==> src/rtl/mem_arbiter_if.sv <==
`default_nettype none
// ============================================================================
// Module   : mem_arbiter_if
// Brief    : Fetch port, data port and shared memory port of mem_arbiter.
// Revision : 1.0
// ============================================================================
interface mem_arbiter_if;
    // Instruction-fetch port
    logic        i_req;
    logic [31:0] i_addr;
    logic        i_gnt;
    logic        i_rvalid;
    logic [31:0] i_rdata;

    // Data port
    logic        d_req;
    logic        d_we;
    logic [2:0]  d_funct3;
    logic [31:0] d_addr;
    logic [31:0] d_wdata;
    logic        d_gnt;
    logic        d_rvalid;
    logic [31:0] d_rdata;

    // Shared memory port
    logic [31:0] mem_address;
    logic        mem_wren;
    logic [2:0]  mem_funct3;
    logic [31:0] mem_data_in;
    logic [31:0] mem_data_out;

    logic        busy;

    // Arbiter side
    modport slave (
        input  i_req, i_addr,
        input  d_req, d_we, d_funct3, d_addr, d_wdata,
        input  mem_data_out,
        output i_gnt, i_rvalid, i_rdata,
        output d_gnt, d_rvalid, d_rdata,
        output mem_address, mem_wren, mem_funct3, mem_data_in,
        output busy
    );

    // Requester / memory side
    modport master (
        output i_req, i_addr,
        output d_req, d_we, d_funct3, d_addr, d_wdata,
        output mem_data_out,
        input  i_gnt, i_rvalid, i_rdata,
        input  d_gnt, d_rvalid, d_rdata,
        input  mem_address, mem_wren, mem_funct3, mem_data_in,
        input  busy
    );
endinterface
`default_nettype wire

==> src/rtl/mem_arbiter.sv <==
`default_nettype none
// ============================================================================
// Module   : mem_arbiter
// Brief    : Arbitrates a fetch port and a data port onto one memory port,
//            one transaction at a time, alternating on simultaneous requests.
// Revision : 1.0
// ============================================================================
module mem_arbiter #(
    parameter int MEM_LATENCY = 1
) (
    input  wire logic    clk,
    input  wire logic    reset,
    mem_arbiter_if.slave bus
);

    localparam int                 c_CNT_W    = $clog2(MEM_LATENCY + 1);
    localparam logic [c_CNT_W-1:0] c_CNT_LAST = c_CNT_W'(MEM_LATENCY - 1);

    localparam logic [1:0] c_IDLE  = 2'd0;
    localparam logic [1:0] c_ISSUE = 2'd1;
    localparam logic [1:0] c_WAIT  = 2'd2;
    localparam logic [1:0] c_RESP  = 2'd3;

    logic [1:0]         r_state;
    logic [c_CNT_W-1:0] r_cnt;
    logic               r_own_d;      // last granted port; doubles as current owner
    logic               r_store;
    logic [31:0]        r_mem_address;
    logic [2:0]         r_mem_funct3;
    logic [31:0]        r_mem_data_in;
    logic [31:0]        r_i_rdata;
    logic [31:0]        r_d_rdata;

    logic               w_any_req;
    logic               w_grant_d;

    assign w_any_req = bus.i_req | bus.d_req;
    // On a tie the port that did not win last time goes next.
    assign w_grant_d = bus.d_req & ~(bus.i_req & r_own_d);

    always_ff @(posedge clk) begin
        if (reset) begin
            r_state       <= c_IDLE;
            r_cnt         <= '0;
            r_own_d       <= 1'b1;
            r_store       <= 1'b0;
            r_mem_address <= '0;
            r_mem_funct3  <= '0;
            r_mem_data_in <= '0;
            r_i_rdata     <= '0;
            r_d_rdata     <= '0;
        end else begin
            case (r_state)
                c_IDLE: begin
                    if (w_any_req) begin
                        r_state <= c_ISSUE;
                        r_own_d <= w_grant_d;
                        if (w_grant_d) begin
                            r_store       <= bus.d_we;
                            r_mem_address <= bus.d_addr;
                            r_mem_funct3  <= bus.d_funct3;
                            r_mem_data_in <= bus.d_we ? bus.d_wdata : 32'd0;
                        end else begin
                            r_store       <= 1'b0;
                            r_mem_address <= bus.i_addr;
                            r_mem_funct3  <= 3'b010;
                            r_mem_data_in <= 32'd0;
                        end
                    end
                end
                c_ISSUE: begin
                    r_state <= c_WAIT;
                    r_cnt   <= '0;
                end
                c_WAIT: begin
                    if (r_cnt == c_CNT_LAST) begin
                        r_state <= c_RESP;
                        // Read data is valid only in the last WAIT cycle.
                        if (r_own_d) begin
                            r_d_rdata <= r_store ? 32'd0 : bus.mem_data_out;
                        end else begin
                            r_i_rdata <= bus.mem_data_out;
                        end
                    end else begin
                        r_cnt <= r_cnt + 1'b1;
                    end
                end
                c_RESP: begin
                    r_state <= c_IDLE;
                end
                default: begin
                    r_state <= c_IDLE;
                end
            endcase
        end
    end

    assign bus.i_gnt       = (r_state == c_ISSUE) & ~r_own_d;
    assign bus.d_gnt       = (r_state == c_ISSUE) &  r_own_d;
    assign bus.mem_wren    = (r_state == c_ISSUE) &  r_own_d & r_store;
    assign bus.i_rvalid    = (r_state == c_RESP)  & ~r_own_d;
    assign bus.d_rvalid    = (r_state == c_RESP)  &  r_own_d;
    assign bus.i_rdata     = r_i_rdata;
    assign bus.d_rdata     = r_d_rdata;
    assign bus.mem_address = r_mem_address;
    assign bus.mem_funct3  = r_mem_funct3;
    assign bus.mem_data_in = r_mem_data_in;
    assign bus.busy        = (r_state != c_IDLE);

endmodule
`default_nettype wire
==> src/flat_wrapper.sv <==
// flat-port wrapper written by rule: the top's interface ports become plain ports
module mem_arbiter_flat 
#(
    parameter int MEM_LATENCY = 1
)
  (clk, reset, bus_i_req, bus_i_addr, bus_d_req, bus_d_we, bus_d_funct3, bus_d_addr, bus_d_wdata, bus_mem_data_out, bus_i_gnt, bus_i_rvalid, bus_i_rdata, bus_d_gnt, bus_d_rvalid, bus_d_rdata, bus_mem_address, bus_mem_wren, bus_mem_funct3, bus_mem_data_in, bus_busy);
  mem_arbiter_if bus_i ();
  input  wire logic clk;
  input  wire logic reset;
  input wire logic [$bits(bus_i.i_req)-1:0] bus_i_req;
  input wire logic [$bits(bus_i.i_addr)-1:0] bus_i_addr;
  input wire logic [$bits(bus_i.d_req)-1:0] bus_d_req;
  input wire logic [$bits(bus_i.d_we)-1:0] bus_d_we;
  input wire logic [$bits(bus_i.d_funct3)-1:0] bus_d_funct3;
  input wire logic [$bits(bus_i.d_addr)-1:0] bus_d_addr;
  input wire logic [$bits(bus_i.d_wdata)-1:0] bus_d_wdata;
  input wire logic [$bits(bus_i.mem_data_out)-1:0] bus_mem_data_out;
  output wire logic [$bits(bus_i.i_gnt)-1:0] bus_i_gnt;
  output wire logic [$bits(bus_i.i_rvalid)-1:0] bus_i_rvalid;
  output wire logic [$bits(bus_i.i_rdata)-1:0] bus_i_rdata;
  output wire logic [$bits(bus_i.d_gnt)-1:0] bus_d_gnt;
  output wire logic [$bits(bus_i.d_rvalid)-1:0] bus_d_rvalid;
  output wire logic [$bits(bus_i.d_rdata)-1:0] bus_d_rdata;
  output wire logic [$bits(bus_i.mem_address)-1:0] bus_mem_address;
  output wire logic [$bits(bus_i.mem_wren)-1:0] bus_mem_wren;
  output wire logic [$bits(bus_i.mem_funct3)-1:0] bus_mem_funct3;
  output wire logic [$bits(bus_i.mem_data_in)-1:0] bus_mem_data_in;
  output wire logic [$bits(bus_i.busy)-1:0] bus_busy;
  assign bus_i.i_req = bus_i_req;
  assign bus_i.i_addr = bus_i_addr;
  assign bus_i.d_req = bus_d_req;
  assign bus_i.d_we = bus_d_we;
  assign bus_i.d_funct3 = bus_d_funct3;
  assign bus_i.d_addr = bus_d_addr;
  assign bus_i.d_wdata = bus_d_wdata;
  assign bus_i.mem_data_out = bus_mem_data_out;
  assign bus_i_gnt = bus_i.i_gnt;
  assign bus_i_rvalid = bus_i.i_rvalid;
  assign bus_i_rdata = bus_i.i_rdata;
  assign bus_d_gnt = bus_i.d_gnt;
  assign bus_d_rvalid = bus_i.d_rvalid;
  assign bus_d_rdata = bus_i.d_rdata;
  assign bus_mem_address = bus_i.mem_address;
  assign bus_mem_wren = bus_i.mem_wren;
  assign bus_mem_funct3 = bus_i.mem_funct3;
  assign bus_mem_data_in = bus_i.mem_data_in;
  assign bus_busy = bus_i.busy;
  mem_arbiter #(.MEM_LATENCY(MEM_LATENCY)) u_core (.clk(clk), .reset(reset), .bus(bus_i));
endmodule
==> config.mk <==
export PLATFORM = sky130hd
export DESIGN_NAME = mem_arbiter_flat
export DESIGN_NICKNAME = d
export VERILOG_FILES = /design/src/rtl/mem_arbiter_if.sv /design/src/rtl/mem_arbiter.sv /design/src/flat_wrapper.sv
export SDC_FILE = /design/constraint.sdc
export NUM_CORES = 1
export LEC_CHECK = 0
export ABC_AREA = 1
export ABC_CLOCK_PERIOD_IN_PS = 1500
export CORE_MARGIN = 2
export CORE_UTILIZATION = 41
export DETAILED_ROUTE_END_ITERATION = 12
export MAX_ROUTING_LAYER = met4
export PLACE_DENSITY = 0.81
export SETUP_SLACK_MARGIN = 0.1
export SLEW_MARGIN = 20
export SYNTH_ARGS = -nofsm -noshare
export SYNTH_HDL_FRONTEND = slang
export SYNTH_SLANG_ARGS = --single-unit
==> constraint.sdc <==
create_clock -name clk -period 1.5 [get_ports clk]
set_input_delay 0.45 -clock clk [delete_from_list [all_inputs] [get_ports clk]]
set_output_delay 0.45 -clock clk [all_outputs]
set_load 0.01 [all_outputs]
==> results of run 1 <==
[how the worst min path moves through the flow]
stage | startpoint | endpoint | slack [ns]
global route | u_core.bus.d_rdata[13]$_SDFFE_PP0P_ | u_core.bus.d_rdata[13]$_SDFFE_PP0P_ | 0.48
global placement | u_core.bus.mem_funct3[0]$_SDFFE_PP0P_ | u_core.bus.mem_funct3[0]$_SDFFE_PP0P_ | 0.45
floorplan | u_core.r_store$_SDFFE_PP0P_ | u_core.r_store$_SDFFE_PP0P_ | 0.44
detailed placement | u_core.bus.mem_data_in[20]$_SDFFE_PP0P_ | u_core.bus.mem_data_in[20]$_SDFFE_PP0P_ | 0.45
CTS | u_core.bus.d_rdata[12]$_SDFFE_PP0P_ | u_core.bus.d_rdata[12]$_SDFFE_PP0P_ | 0.46
finish | u_core.bus.mem_data_in[3]$_SDFFE_PP0P_ | u_core.bus.mem_data_in[3]$_SDFFE_PP0P_ | 0.46
[kinds of logic after synthesis]
logic type | count (synthesis) | share of synthesized area [%]
fa+ha+maj | 5 | 1.11
compound gates | 137 | 12.2
flops | 135 | 47.9
simple gates | 441 | 30.4
buf+inv | 104 | 8.28
[flip-flops by register name, summed over array words and instances, names as in the netlist]
register	cells
u_core.bus.d_rdata	32
u_core.bus.i_rdata	32
u_core.bus.mem_address	32
u_core.bus.mem_data_in	32
u_core.bus.mem_funct3	3
u_core.r_state	2
u_core.r_own_d	1
u_core.r_store	1
[worst reg2reg max path, stage by stage, from the launching register on]
cell	delay [ns]
dfxtp_4	0.37
inv_4	0.08
buf_6	0.09
buf_6	0.09
ha_4	0.17
inv_2	0.05
nor2_4	0.18
clkinv_4	0.14
buf_12	0.15
buf_16	0.15
nor2_2	0.10
nor2_1	0.05
[cells in the mapped netlist (all sizes together) (3+ instances only)]
library cell,count,area [um2]
nor2,203,769
nand2,201,757
dfxtp,135,2700
o21ai,69,349
a21oi,68,340
inv,45,169
nand3,32,160
clkbuf,30,115
buf,29,183
ha,5,62.6
nand4,3,18.8
[stage by stage]
| step | hold slack (ns) | utilization, % | TNS (ns) | total power [W] | cells |
|---|---|---|---|---|---|
| finish | 0.462 | 80.6 | -9.73 | 0.0169 | 1321 |
| global route | 0.476 | 80.6 | -16.24 | 0.0175 | 1321 |
| CTS | 0.459 | 70.2 | -6.64 | 0.0149 | 1301 |
| detailed placement | 0.454 | 64.7 | -18.98 | 0.00916 | 1244 |
| global placement | 0.448 | 64.7 | -16.76 | 0.00909 | 1244 |
| floorplan | 0.440 | - | 0 | 0.00680 | 822 |
[repair_timing]
| action | CTS | global route |
|---|---|---|
| buffers inserted | 12 | 9 |
| resized for setup | 662 | 325 |
| pin swaps | 22 | 135 |
| endpoints found under the setup margin | 267 | 139 |
| gates cloned | 14 | 12 |
| hold buffers | 0 | 0 |
[per-layer routing]
metal | vias to the layer above | global-route usage, % | wire [um]
met3 | 84 | 6.86 | 1900
met2 | 347 | 46.4 | 11900
li1 | 3215 | - | -
met5 | - | - | 0
met4 | 0 | 11.6 | 962
met1 | 3196 | 31.1 | 8760
[where the power goes]
group / total [W] / switching (W) / internal (W) / leakage [nW]
clock: 0.00455 / 0.00158 / 0.00297 / 0.313
combinational: 0.00770 / 0.00385 / 0.00385 / 3.43
sequential: 0.00465 / 0.000416 / 0.00423 / 1.11
[layout make-up]
type,instances,area [um2],area share (%)
inverters,45,194,1.80
multi-input cells,583,3570,33.2
clock buffers,22,484,4.50
flip-flops and latches,135,2730,25.4
repair buffers,350,3390,31.5
clock inverters,10,166,1.55
well taps,176,220,2.05
==> results_dict.tcl, run 1 <==
set metrics [dict create \
    cp_num_cells 5 \
    period_share_pct 117 \
    placementRows 42 \
    cp.required_ns 1.05 \
    finalNetCount 1273 \
    end_kind "output pin" \
    critPathMaxFanout 3 \
    hold_violations 0 \
    r2r-end "u_core.bus.i_rdata[12]$_SDFFE_PP0P_" \
    fillCellCount 826 \
    crit_path_cell_trace "inv_4, ha_4, nand2_2, nor2_1, buf_2" \
    clock-sinks 135 \
    cts_root_buf "clkbuf_16" \
    clockBufferDepth 2 \
    coreArea_mm2 0.0133 \
    worst_pin_slew_ns 0.446 \
    hpwl_um 12100 \
    ant_nets 0 \
    critPathKind "register to output pin" \
    layout_min_cycle_time_ns 1.75 \
    r2r_start "u_core.r_state[0]$_SDFFE_PP0P_" \
    max_slew_margin_pct 70.3 \
    fp.dieH_um 121 \
    final_common_cell "nor2_1" \
    setup_viol 119 \
    wl_per_cell_um 17.8 \
    grt-ovfl-total 0 \
    drt_pass1_iterations 5 \
    clock_latency_ns 0.41 \
    ys_seq_elements 135 \
    drt-initial-drc-count 429 \
    critPathSlowestCell "dfxtp_2" \
    htreeDepth 4 \
    grt_setup_unrepaired "yes" \
    drc_errors 0 \
    skew_ns 0.00594 \
    avgViaCountPerCell 5.18 \
    ir_worst_vdd_mv 0.852 \
    io_buffers 272 \
    reg2regPathDepth 11 \
    async_flop_share_pct 0 \
    status "complete, but fails checks" \
    vias 6842 \
    grt_pass1_vias 6007 \
    placement.cell_area_mm2 0.00864 \
    synth_ff_type "dfxtp_1" \
    start_kind "register" \
    hold_class "register to register" \
    place_ws_ns -0.290 \
    cts_tree "done" \
    gp_congestion 0.799 \
    reg2reg_slack_ns -0.22 \
    syn_avg_cell_area_um2 6.86 \
    crit_buf_inv 2 \
    grt_antenna_before_repair 0 \
    violations "setup timing" \
    maxCapViolations 0 \
    dieArea_mm2 0.0147 \
    cts_made_buffers 17 \
    slew_viol_final 0 \
    synth-edff-count 0 \
    drive_gt1_share_pct 43.1 \
    ys_seq_area_share_pct 47.9 \
    setup_slack_ns -0.248 \
    max_freq_mhz 572 \
    crit_end "bus_mem_wren" \
    startpoint "u_core.r_state[1]$_SDFFE_PP0P_" \
    syn-instance-count 822 \
    slowest_delay_ns 0.33 \
    p_per_area_mw_per_mm2 1570 \
    final_cell_area_mm2 0.0108 \
    areaGrowthSynthToFinish_pct 90.7 \
    cp_top_family "flip-flops" \
    syn_nets 963 \
    grt.total_usage_pct 27.5 \
    n_antenna_cell 0 \
    grt_start_max_net_pins 68 \
    synth-warning-count 0 \
    start_util_pct 42.2 \
    die_width_um 121 \
    crit_arrival_ns 1.30 \
    grt_pass1_wl_um 30600 \
    synthesis.area_mm2 0.00564 \
    hold-path-cell-count 2 \
    num_io_pins 273 \
    power.static_leakage_nw 4.85 \
    yosys.cell_types.count 21 \
    layout_common_cells "nor2_1 (146), clkdlybuf4s50_1 (134), buf_2 (131)" \
    cts.clk_slew.worst_paths_ns 0.06 \
    routed_wl_um 23600 \
]
Note: power is estimated with default switching activity, not from simulation.
==> inputs of run 2 (changes only) <==
- CORE_UTILIZATION: 41 -> 35
- PLACE_DENSITY: 0.81 -> 0.71
==> run 2 against run 1 <==
  * The flow still finishes with violations (setup timing)
  * Clock power fell by 14%
  * Final cell count grew 2.1%
  * Sequential power decreased by 2%
  * Critical path depth stayed put
  * Via count shrank 8.0%
  * Worst setup slack improved by 0.021 ns
  * Critical path type unchanged
  * Highest routed layer unchanged
==> results_dict.tcl, run 2 (same netlist as run 1, synthesis figures left out) <==
set metrics [dict create \
    status "complete, but fails checks" \
    violations "setup timing" \
    critPathMaxFanout 2 \
    fin_tns_setup_ns -9.57 \
    grt_setup_unrepaired "yes" \
    crit_buf_inv 3 \
    areaGrowthSynthToFinish_pct 69.8 \
    dieArea_mm2 0.0171 \
    max_freq_mhz 579 \
    coreArea_mm2 0.0158 \
    layout_min_cycle_time_ns 1.73 \
    drc_errors 0 \
    p_per_area_mw_per_mm2 1520 \
    final_common_cell "nand2_1" \
    hold_class "register to register" \
    hpwl_um 12400 \
    finalNetCount 1261 \
    drive_gt1_share_pct 26.5 \
    critPathSlowestCell "dfxtp_2" \
    grt_start_max_net_pins 48 \
    skew_ns 0.0108 \
    seq_area_mm2 0.00272 \
    grt.total_usage_pct 23.2 \
    drt-initial-drc-count 402 \
    io_buffers 272 \
    hold_violations 0 \
    htreeDepth 4 \
    critPathKind "register to output pin" \
    worst_pin_slew_ns 0.419 \
    routed_wl_um 20800 \
    die_width_um 131 \
    whs_ns 0.458 \
    clock-sinks 135 \
    multiInputGateArea_mm2 0.00269 \
    power.static_leakage_nw 4.42 \
    grt_pass1_vias 5778 \
    placementRows 46 \
    cts_root_buf "clkbuf_16" \
    fp.dieH_um 131 \
    clock_latency_ns 0.41 \
    layout_common_cells "nand2_1 (197), nor2_1 (192), clkdlybuf4s50_1 (134), buf_2 (134), dfxtp_1 (125)" \
    num_io_pins 273 \
    max_slew_margin_pct 72.1 \
    cts_made_buffers 17 \
    slew_viol_final 0 \
    gp_congestion 0.825 \
    n_antenna_cell 0 \
    cp_top_family "flip-flops" \
    cts.clk_slew.worst_paths_ns 0.06 \
    period_share_pct 115 \
    fillCellCount 1481 \
    ir_worst_vdd_mv 0.853 \
    grt_antenna_before_repair 0 \
    avgViaCountPerCell 4.67 \
    end_kind "output pin" \
    grt_pass1_wl_um 29900 \
    vias 6294 \
    wl_per_cell_um 15.4 \
    crit_path_cell_trace "buf_6, ha_4, inv_2, nor2_2, buf_2" \
    setup_viol 103 \
    start_kind "register" \
    clockBufferDepth 2 \
    ant_nets 0 \
    cp.required_ns 1.05 \
    start_util_pct 35.6 \
    maxCapViolations 0 \
    crit_arrival_ns 1.28 \
    drt_pass1_iterations 5 \
    grt-ovfl-total 0 \
    postCtsHoldBufs 0 \
    slowest_delay_ns 0.36 \
    setup_slack_ns -0.227 \
    cts_tree "done" \
]
run 2: changes by cell type in the layout (fill, tap and decap cells not counted), sizes merged, moves of 2 or more:
| cell | previous run | this run |
|---|---|---|
| buf | 207 | 195 |
| bufbuf | 0 | 3 |
| bufinv | 4 | 1 |
| clkbuf | 31 | 26 |
| clkinv | 6 | 8 |
| inv | 43 | 45 |
run 2: metrics by stage:
| step | util (%) | area, um2 | cells | setup slack (ns) | power (W) |
|---|---|---|---|---|---|
| floorplan | - | 5640 | 822 | 0.103 | 0.00680 |
| global placement | 55.1 | 8710 | 1283 | -0.269 | 0.00913 |
| detailed placement | 55.1 | 8710 | 1283 | -0.303 | 0.00918 |
| CTS | 58.3 | 9230 | 1339 | -0.208 | 0.0140 |
| global route | 60.5 | 9570 | 1349 | -0.291 | 0.0153 |
| finish | 60.5 | 9570 | 1349 | -0.227 | 0.0146 |
run 2: worst paths after layout:
| path | startpoint | end | slack, ns | cells past startpoint |
|---|---|---|---|---|
| worst max-delay path | u_core.r_state[1]$_SDFFE_PP0P_ | bus_i_rvalid | -0.23 | 5 |
| worst min register to register | u_core.bus.mem_data_in[19]$_SDFFE_PP0P_ | u_core.bus.mem_data_in[19]$_SDFFE_PP0P_ | 0.46 | 2 |
| worst min-delay path | u_core.bus.mem_data_in[19]$_SDFFE_PP0P_ | u_core.bus.mem_data_in[19]$_SDFFE_PP0P_ | 0.46 | 2 |
| worst max register to register | u_core.r_state[0]$_SDFFE_PP0P_ | u_core.bus.mem_data_in[0]$_SDFFE_PP0P_ | -0.19 | 11 |
run 2: routing by layer:
layer | up-vias | part of all wire, % | wire (um) | global-route usage [%]
met5 | - | 0 | 0 | -
met4 | 0 | 1.0 | 216 | 7.57
met3 | 12 | 6.0 | 1250 | 5.58
met2 | 207 | 49 | 10200 | 37.1
met1 | 2898 | 44 | 9080 | 29.0
li1 | 3177 | - | - | -
run 2: final cells by class:
cell class	instances	share of cell area, %
Clock inverter	12	1.08
Sequential cell	135	28.4
Multi-Input combinational cell	583	28.0
Inverter	45	1.89
Clock buffer	20	4.67
Tap cell	216	2.82
Timing Repair Buffer	338	33.1
run 2: power by group:
group | internal, W | switching (W)
clock | 0.00232 | 0.00159
sequential | 0.00422 | 0.000331
combinational | 0.00312 | 0.00298
total | 0.00966 | 0.00490
run 2: repair_timing:
| item | in CTS | in global routing |
|---|---|---|
| setup endpoints to repair | 270 | 127 |
| buffers inserted | 14 | 4 |
| gates resized for setup | 654 | 41 |
| cloned | 11 | 6 |
| pin swaps | 8 | 17 |
run 2: worst reg2reg max path, stage by stage (launching register included):
cell and delay (ns):
dfxtp_4 0.37, inv_2 0.08, ha_4 0.14, inv_2 0.04
buf_4 0.13, nor2_4 0.17, buf_6 0.14, buf_4 0.12
buf_12 0.10, buf_16 0.13, nand2_1 0.08, a21oi_2 0.12
==> inputs of run 3 (changes only) <==
- CAP_MARGIN: unset -> 5
==> results of run 3 <==
Final layout, timing and power as in run 2 (identical DEF).
